### config.mk
export PLATFORM = sky130hd
export DESIGN_NAME = push_btn_flat
export DESIGN_NICKNAME = d
export VERILOG_FILES = /design/src/rtl/push_btn_if.sv /design/src/rtl/push_btn.sv /design/src/flat_wrapper.sv
export SDC_FILE = /design/constraint.sdc
export NUM_CORES = 1
export LEC_CHECK = 0
export BUFFER_PORTS_ARGS = -buffer_cell sky130_fd_sc_hd__buf_2
export CAP_MARGIN = 20
export CORE_AREA = 2 2 39 41
export CTS_CLUSTER_DIAMETER = 100
export CTS_CLUSTER_SIZE = 14
export DETAILED_ROUTE_END_ITERATION = 16
export DIE_AREA = 0 0 41 43
export PLACE_DENSITY = 0.59
export REMOVE_ABC_BUFFERS = 1
export SKIP_CTS_REPAIR_TIMING = 1
export SYNTH_ARGS = -nofsm -noshare
export SYNTH_HDL_FRONTEND = slang
export SYNTH_SLANG_ARGS = --single-unit
### constraint.sdc
create_clock -name clock -period 1.15 [get_ports clock]
set_input_delay 0.0575 -clock clock [delete_from_list [all_inputs] [get_ports clock]]
set_output_delay 0.0575 -clock clock [all_outputs]
set_load 0.01 [all_outputs]
### src/rtl/push_btn_if.sv
// Instruction/button bus of the push-button peripheral: controller drives inst and button,
// the peripheral returns button_status one cycle after an RDBS.
interface push_btn_if;
  logic [11:0] inst;
  logic        inst_en;
  logic        button;
  logic        button_status;

  modport master (output inst, output inst_en, output button, input button_status);
  modport slave  (input inst, input inst_en, input button, output button_status);
endinterface

### src/rtl/push_btn.sv
// Debounced push-button with sticky press flag read-and-cleared by RDBS (status valid one cycle later).
// PUSHBTN_SYNC_EN selects a 2-flop input synchronizer instead of a single input register.
module push_btn #(
  parameter int DebounceWait = 10,
  parameter int DebounceSize = 4
) (
  input  logic       clock,
  input  logic       reset,
  push_btn_if.slave  bus
);

  typedef enum logic [1:0] {ST_RESET, ST_READY, ST_ERROR} state_t;

  localparam logic [3:0] OP_NOP  = 4'h0;
  localparam logic [3:0] OP_RDBS = 4'h1;
  localparam logic [DebounceSize-1:0] CNT_LAST = DebounceSize'(DebounceWait - 1);

  state_t                  r_state, w_state_nxt;
  logic                    r_status, w_status_nxt;
  logic                    r_flag, w_flag_nxt;
  logic                    r_deb, w_deb_nxt;
  logic [DebounceSize-1:0] r_cnt, w_cnt_nxt;
  logic                    w_sync;
  logic                    w_rise;
  logic [3:0]              w_op;
  logic                    w_unused;

  assign w_op     = bus.inst[11:8];
  assign w_unused = &{1'b0, bus.inst[7:0]};

`ifdef PUSHBTN_SYNC_EN
  logic r_sync1, r_sync2;
  always_ff @(posedge clock or posedge reset) begin
    if (reset) begin
      r_sync1 <= 1'b0;
      r_sync2 <= 1'b0;
    end else begin
      r_sync1 <= bus.button;
      r_sync2 <= r_sync1;
    end
  end
  assign w_sync = r_sync2;
`else
  logic r_sync1;
  always_ff @(posedge clock or posedge reset) begin
    if (reset) r_sync1 <= 1'b0;
    else       r_sync1 <= bus.button;
  end
  assign w_sync = r_sync1;
`endif

  // Level flips on the DebounceWait-th consecutive differing cycle.
  always_comb begin
    w_deb_nxt = r_deb;
    w_cnt_nxt = '0;
    if (w_sync != r_deb) begin
      if (r_cnt == CNT_LAST) w_deb_nxt = w_sync;
      else                   w_cnt_nxt = r_cnt + 1'b1;
    end
  end

  assign w_rise = ~r_deb & w_deb_nxt;

  always_ff @(posedge clock or posedge reset) begin
    if (reset) r_state <= ST_RESET;
    else       r_state <= w_state_nxt;
  end

  always_comb begin
    w_state_nxt  = r_state;
    w_status_nxt = r_status;
    w_flag_nxt   = r_flag;
    case (r_state)
      ST_RESET: begin
        w_state_nxt  = ST_READY;
        w_status_nxt = 1'b0;
        w_flag_nxt   = 1'b0;
      end
      ST_READY: begin
        if (w_rise) w_flag_nxt = 1'b1;
        if (bus.inst_en) begin
          case (w_op)
            OP_NOP: ;
            OP_RDBS: begin
              // A press landing on the read edge is reported now, not left in the flag.
              w_status_nxt = r_flag | w_rise;
              w_flag_nxt   = 1'b0;
            end
            default: begin
              w_state_nxt  = ST_ERROR;
              w_status_nxt = 1'b0;
              w_flag_nxt   = 1'b0;
            end
          endcase
        end
      end
      default: begin
        w_state_nxt  = ST_ERROR;
        w_status_nxt = 1'b0;
        w_flag_nxt   = 1'b0;
      end
    endcase
  end

  always_ff @(posedge clock or posedge reset) begin
    if (reset) begin
      r_status <= 1'b0;
      r_flag   <= 1'b0;
      r_deb    <= 1'b0;
      r_cnt    <= '0;
    end else begin
      r_status <= w_status_nxt;
      r_flag   <= w_flag_nxt;
      r_deb    <= w_deb_nxt;
      r_cnt    <= w_cnt_nxt;
    end
  end

  assign bus.button_status = r_status;

endmodule

### src/flat_wrapper.sv
// flat-port wrapper written by rule: the top's interface ports become plain ports
module push_btn_flat 
#(
  parameter int DebounceWait = 10,
  parameter int DebounceSize = 4
)
  (clock, reset, bus_inst, bus_inst_en, bus_button, bus_button_status);
  push_btn_if bus_i ();
  input  logic clock;
  input  logic reset;
  input wire logic [$bits(bus_i.inst)-1:0] bus_inst;
  input wire logic [$bits(bus_i.inst_en)-1:0] bus_inst_en;
  input wire logic [$bits(bus_i.button)-1:0] bus_button;
  output wire logic [$bits(bus_i.button_status)-1:0] bus_button_status;
  assign bus_i.inst = bus_inst;
  assign bus_i.inst_en = bus_inst_en;
  assign bus_i.button = bus_button;
  assign bus_button_status = bus_i.button_status;
  push_btn #(.DebounceWait(DebounceWait), .DebounceSize(DebounceSize)) u_core (.clock(clock), .reset(reset), .bus(bus_i));
endmodule
# == Word-level counts from Yosys, hierarchy flattened ==
# Cells that the tools add are included.
# op_classes
n_mux,14
n_reduce_logical,5
add_sub_neg,1
n_eq_ne,7
n_bitwise,3
# ops
op,count
$mux 1,8
$mux 4,2
$ne 2x2->1 const B,3
$add 4x1->4 const B,1
$eq 4x1->1 const B,1
$eq 4x4->1 const B,1
$logic_not 4->1,1
$mux 2,2
$pmux 2 s2,1
$reduce_and 2->1,2
$eq 2x1->1 const B,1
$logic_not 2->1,1
$pmux 1 s2,1
$reduce_or 2->1,1
$and 1x1->1,1
$ne 1x1->1,1
$not 1->1,1
$or 1x1->1,1
# word_totals
output_inout_bits,1
regBits,10
in_bits,16

# == Longest topological paths before layout ==
# Gate-level depths: netlist of run 1.
# logic_depth
ltp_word,8
mapped_depth,5

# == Least setup slack after synthesis of run 1 ==
# OpenSTA, ideal clock, no wires.
# synth_path
path_kind,flip-flop to flip-flop
startpoint,register u_core.r_cnt[0]
endpoint,register u_core.r_deb
required_ns,1.025
path_slack_ns,0.013
t_arrival_ns,1.013
setup_time_ns,0.125
stages_incl_launch_ff,4
period_less_slack_ns,1.137
cell_sequence,dfrtp_1 -> ha_1 -> nand3b_1 -> mux2_2
# synth_via
elab_chain_len,3
# synth_lines
item,line,source
from (decl),push_btn.sv:22,"logic [DebounceSize-1:0] r_cnt, w_cnt_nxt;"
from (signal assigned),push_btn.sv:115,r_cnt <= w_cnt_nxt;
$eq 4x4->1,push_btn.sv:57,if (r_cnt == CNT_LAST) w_deb_nxt = w_sync;
$mux 1,push_btn.sv:57,
$mux 1,push_btn.sv:56,if (w_sync != r_deb) begin
via u_core.w_deb_nxt,push_btn.sv:21,"logic r_deb, w_deb_nxt;"
to (signal assigned),push_btn.sv:114,r_deb <= w_deb_nxt;
to (decl),push_btn.sv:21,
# The timed path passes the listed nets, and every way through them passes these cells.
# A chain may end at the register's enable or synchronous reset.

# == Worst setup path in the final report of run 1 ==
# Same ends and word-level chain as after synthesis.

==> impl_metrics.yaml, run 1 <==
sta:
  max_slew_margin_pct: 72.0
  rsz0062_at_grt: "yes"
  slew_viol_final: 0
  setup_ws_ns: -0.0147
  setup_viol_count_final: 1
  max_freq_ghz: 0.859
  period_share_pct: 101
  clock_skew_ns: 0.00351
  setup_tns_ns: -0.0147
  tightest_slew_ns: 0.415
  post-route-min-period_ns: 1.16
  hold_viol_final: 0
placement:
  dp_hpwl_microns: 582
  dp_cells: 63
  place_area_sq_um: 527
  port-buffer-count: 8
  gp_congestion: 0.623
  post-place-ws_ns: -0.0343
floorplan:
  core_sq_um: 1380
  row_count: 14
  start_util_pct: 32.6
  dieHeight_microns: 43
  die_area_sq_um: 1760
  die_x_microns: 41
  io_pins: 17
routing:
  via_per_inst: 4.72
  detail_route.wl_per_cell_microns: 11.4
  firstDrtPassIters: 1
  initialDrtViolationCount: 0
  route.detailed.drc: 0
  vias: 326
  wl_microns: 787
  drtAntennaViolNets: 0
outcome:
  violations: "negative setup slack"
  outcome: "finished with violations"
clock_tree:
  insertion_delay_ns: 0.26
  cts_sinks: 10
  htreeDepth: 1
  numCtsBuffers: 3
  root_buffer: "clkbuf_4"
  clockBufferDepth: 2
  clk_pin_slew_ns: 0.07
  cts_tree: "done"
logic_synthesis:
  ys_ff_latch: 10
  synth_top_cell_by_area: "dfrtp_1"
  synth.avg_cell_area_sq_um: 12.2
  netlist_instances: 37
  ys_seq_area_share_pct: 55.4
  netlist_top_cells_area: "dfrtp_1, ha_1, o41ai_2"
  netlist.area_leader.share_pct: 55.4
  netlist_area_sq_um: 452
  synth.distinct_cells: 22
  yosysWarnings: 0
grt:
  antenna_found_initial: 0
  grt_use_total_pct: 11.7
  grt_pass1_wl_mm: 1.41
  grt_max_degree: 11
  gr-total-overflow: 0
  grt_pass1_vias: 342
layout:
  final_common_cell: "dfrtp_1"
  nFillCells: 133
  fin_util_pct: 42.6
  fin_cells: 69
  syn_to_final_growth_pct: 30.5
  finish.instance_area_sq_um: 589
  fin_nets: 72
  layout_common_cells: "dfrtp_1, buf_2, nor2_1"
  insertedDiodeCount: 0
  drive_gt1_share_pct: 39.6
run:
  max_cap_violations: 0
power_and_ir_drop:
  p_leak_nw: 0.285
  ir_drop_v: 0.000602
  powerDensity_nw_per_um2: 1390
setup_path:
  worstPathArrival_ns: 1.30
  cp.required_ns: 1.29
  end_kind: "register"
  rrSetupSlack_ns: -0.01
  critPathLaunchType: "register"
  critical_path_peak_fanout: 2
  crit_type: "reg2reg"
min_path:
  hold_class: "in2reg"
[cell families (layout without fill, tap and decap cells)]
kind of cell	after synthesis	count (layout)	synth area share [%]
flops	10	10	55.4
compound gates	5	5	10.5
buf+inv	4	20	3.32
xor+xnor	2	2	3.88
fa+ha+maj	2	2	5.54
mux	1	1	2.49
simple gates	13	13	18.8
[cell usage after synthesis]
| master | instances |
|---|---|
| dfrtp_1 | 10 |
| nor2_1 | 4 |
| inv_1 | 3 |
| ha_1 | 2 |
| a31o_1 | 1 |
| a41oi_1 | 1 |
| inv_2 | 1 |
| mux2_2 | 1 |
| nand2_1 | 1 |
| nand2b_1 | 1 |
| nand3_1 | 1 |
| nand3b_1 | 1 |
| nand4b_1 | 1 |
| nor2b_1 | 1 |
| nor2b_4 | 1 |
| nor3b_1 | 1 |
| o21ai_1 | 1 |
| o41ai_1 | 1 |
| o41ai_2 | 1 |
| or3_4 | 1 |
| xnor2_1 | 1 |
| xor2_1 | 1 |
[final timing paths]
check                                  startpoint                       end  cells after the start
worst max-delay path              u_core.r_cnt[0]              u_core.r_deb                      3
worst min-delay path                  bus_inst[8]  u_core.bus.button_status                      3
worst max register to register    u_core.r_cnt[0]              u_core.r_deb                      3
worst min register to register  u_core.r_state[1]         u_core.r_state[1]                      1
max in group asynchronous                   reset              u_core.r_deb                      3
min in group asynchronous                   reset  u_core.bus.button_status                      3
[layer usage]
layer	track usage [%]	share of wire, %	up-vias	wire (microns)
li1	-	-	159	-
met2	17.2	56	7	437
met3	1.57	3.4	0	27
met5	0	0	-	0
met4	4.00	0	0	0
met1	17.1	41	160	322
[state kept, by name, summed over array words and instances, names as in the netlist]
name	flops
u_core.r_deb	1
u_core.r_flag	1
u_core.r_state	2
u_core.r_cnt	4
u_core.r_sync1	1
u_core.bus.button_status	1
[metrics by stage]
| step | total power, mW | hold slack, ns |
|---|---|---|
| 6_report | 0.820 | 0.0912 |
| 5_1_grt | 0.868 | 0.101 |
| 4_1_cts | 0.826 | -0.225 |
| 3_5_place_dp | 0.518 | 0.0546 |
| 3_3_place_gp | 0.513 | 0.0398 |
| 2_1_floorplan | 0.469 | -0.102 |
[critical path, stage by stage (launching register included)]
cell and delay (ns):
dfrtp_1 0.39, ha_2 0.19, nand3b_1 0.12, mux2_2 0.35
[layout make-up]
class | instances | area (sq um) | area share (%)
Tap cell | 16 | 20.0 | 3.40
Inverter | 4 | 15.0 | 2.55
Multi-Input combinational cell | 23 | 193 | 32.7
Clock buffer | 4 | 36.3 | 6.16
Sequential cell | 10 | 250 | 42.5
Timing Repair Buffer | 12 | 75.1 | 12.7
[report_power, final]
part	internal, mW	switching [mW]	total [mW]
combinational	0.0638	0.0519	0.116
sequential	0.381	0.0207	0.401
clock	0.192	0.112	0.303
Power figures use the tool's default switching activity.
==> inputs of run 2 (changes only) <==
CTS_BUF_LIST = sky130_fd_sc_hd__clkbuf_16   (was default)
SLEW_MARGIN = 25   (was default)
==> impl_metrics.yaml, run 2 (synthesis gave the netlist of run 1 again) <==
sta:
  hold_viol_final: 0
  max_slew_margin_pct: 71.9
  max_freq_ghz: 0.862
  period_share_pct: 101
  rsz0062_at_grt: "yes"
  setup_viol_count_final: 1
  clock_skew_ns: 0.000429
  slew_viol_final: 0
  holdWs_ns: 0.120
  setup_ws_ns: -0.00978
  tightest_slew_ns: 0.417
  post-route-min-period_ns: 1.16
placement:
  gp_congestion: 0.623
  dp_hpwl_microns: 582
  dp_cells: 63
  port-buffer-count: 8
  place_area_sq_um: 527
routing:
  firstDrtPassIters: 1
  wl_microns: 806
  drtAntennaViolNets: 0
  via_per_inst: 4.80
  route.detailed.drc: 0
  vias: 331
  initialDrtViolationCount: 0
  detail_route.wl_per_cell_microns: 11.7
clock_tree:
  htreeDepth: 1
  clockBufferDepth: 2
  insertion_delay_ns: 0.23
  root_buffer: "clkbuf_16"
  clk_pin_slew_ns: 0.04
  cts_tree: "done"
  cts_sinks: 10
  numCtsBuffers: 3
layout:
  insertedDiodeCount: 0
  syn_to_final_growth_pct: 39.9
  fin_nets: 72
  largest_reg_flops: 4
  drive_gt1_share_pct: 37.7
  layout_common_cells: "dfrtp_1, buf_2, nor2_1"
  reg.largest.list: "u_core.r_cnt x4, u_core.r_state x2"
  fin_cells: 69
  final_common_cell: "dfrtp_1"
  max_flop_register: "u_core.r_cnt"
  finish.instance_area_sq_um: 632
floorplan:
  die_area_sq_um: 1760
  start_util_pct: 32.6
  dieHeight_microns: 43
  die_x_microns: 41
  io_pins: 17
  row_count: 14
  core_sq_um: 1380
grt:
  grt_max_degree: 11
  grt_pass1_vias: 345
  grt_pass1_wl_mm: 1.52
  gr-total-overflow: 0
  grt_use_total_pct: 13.0
  antenna_found_initial: 0
setup_path:
  critPathBufInv: 0
  timing.rr.start: "u_core.r_cnt[0]"
  worstPathCellList: "ha_2 > nand3b_1 > mux2_2"
  critPathSlowestCell: "dfrtp_1"
  critical-path-top-delay-family: "flip-flops"
  critPathLaunchType: "register"
  crit_type: "reg2reg"
  worstPathArrival_ns: 1.27
  rrSetupSlack_ns: -0.01
  critical_path_peak_fanout: 2
  end_kind: "register"
  startpoint: "u_core.r_cnt[0]"
  cpPeakStageDelay_ns: 0.38
  cp.required_ns: 1.26
outcome:
  violations: "negative setup slack"
  outcome: "finished with violations"
min_path:
  min_from: "bus_inst[8]"
  hold_class: "in2reg"
power_and_ir_drop:
  powerDensity_nw_per_um2: 1790
  p_leak_nw: 0.303
  ir_drop_v: 0.000807
run:
  max_cap_violations: 0
run 2: final cells by class:
class / instances / area (sq um)
Clock buffer: 3 / 75.1
Multi-Input combinational cell: 23 / 193
Clock inverter: 1 / 3.75
Fill cell: 133 / 752
Tap cell: 16 / 20.0
Timing Repair Buffer: 12 / 75.1
Sequential cell: 10 / 250
Inverter: 4 / 15.0
run 2: tightest hold or removal path, stage by stage:
cell and delay [ns]:
buf_2 0.11, nand2_1 0.07, o41ai_2 0.07
run 2: layer usage:
metal / vias up / track usage [%] / part of all wire [%]
li1: 160 / - / -
met1: 160 / 17.5 / 42
met2: 9 / 19.1 / 53
met3: 2 / 3.14 / 3.7
met4: 0 / 6.00 / 1.2
met5: - / 0 / 0
run 2: power breakdown:
part / switching [mW] / internal [mW] / total, mW
registers: 0.0207 / 0.383 / 0.403
clock network: 0.150 / 0.455 / 0.605
logic: 0.0546 / 0.0652 / 0.120
run 2: path summary, 6_finish.rpt:
kind | endpoint | cells after the start
hold / removal | u_core.bus.button_status | 3
setup reg to reg | u_core.r_deb | 3
hold reg to reg | u_core.r_state[1] | 1
min in group asynchronous | u_core.r_state[0] | 3
max in group asynchronous | u_core.r_deb | 3
setup / recovery | u_core.r_deb | 3
run 2: through the flow:
step / worst slack, ns / util [%] / setup TNS [ns] / power [mW]
after detailed placement: -0.0343 / 38.1 / -0.0525 / 0.518
after CTS: -0.0459 / 43.8 / -0.0683 / 1.14
after floorplan: 0.0125 / - / 0 / 0.469
after global placement: -0.0181 / 38.1 / -0.0181 / 0.513
after global routing: -0.0541 / 45.7 / -0.131 / 1.18
final: -0.00978 / 45.7 / -0.00978 / 1.13
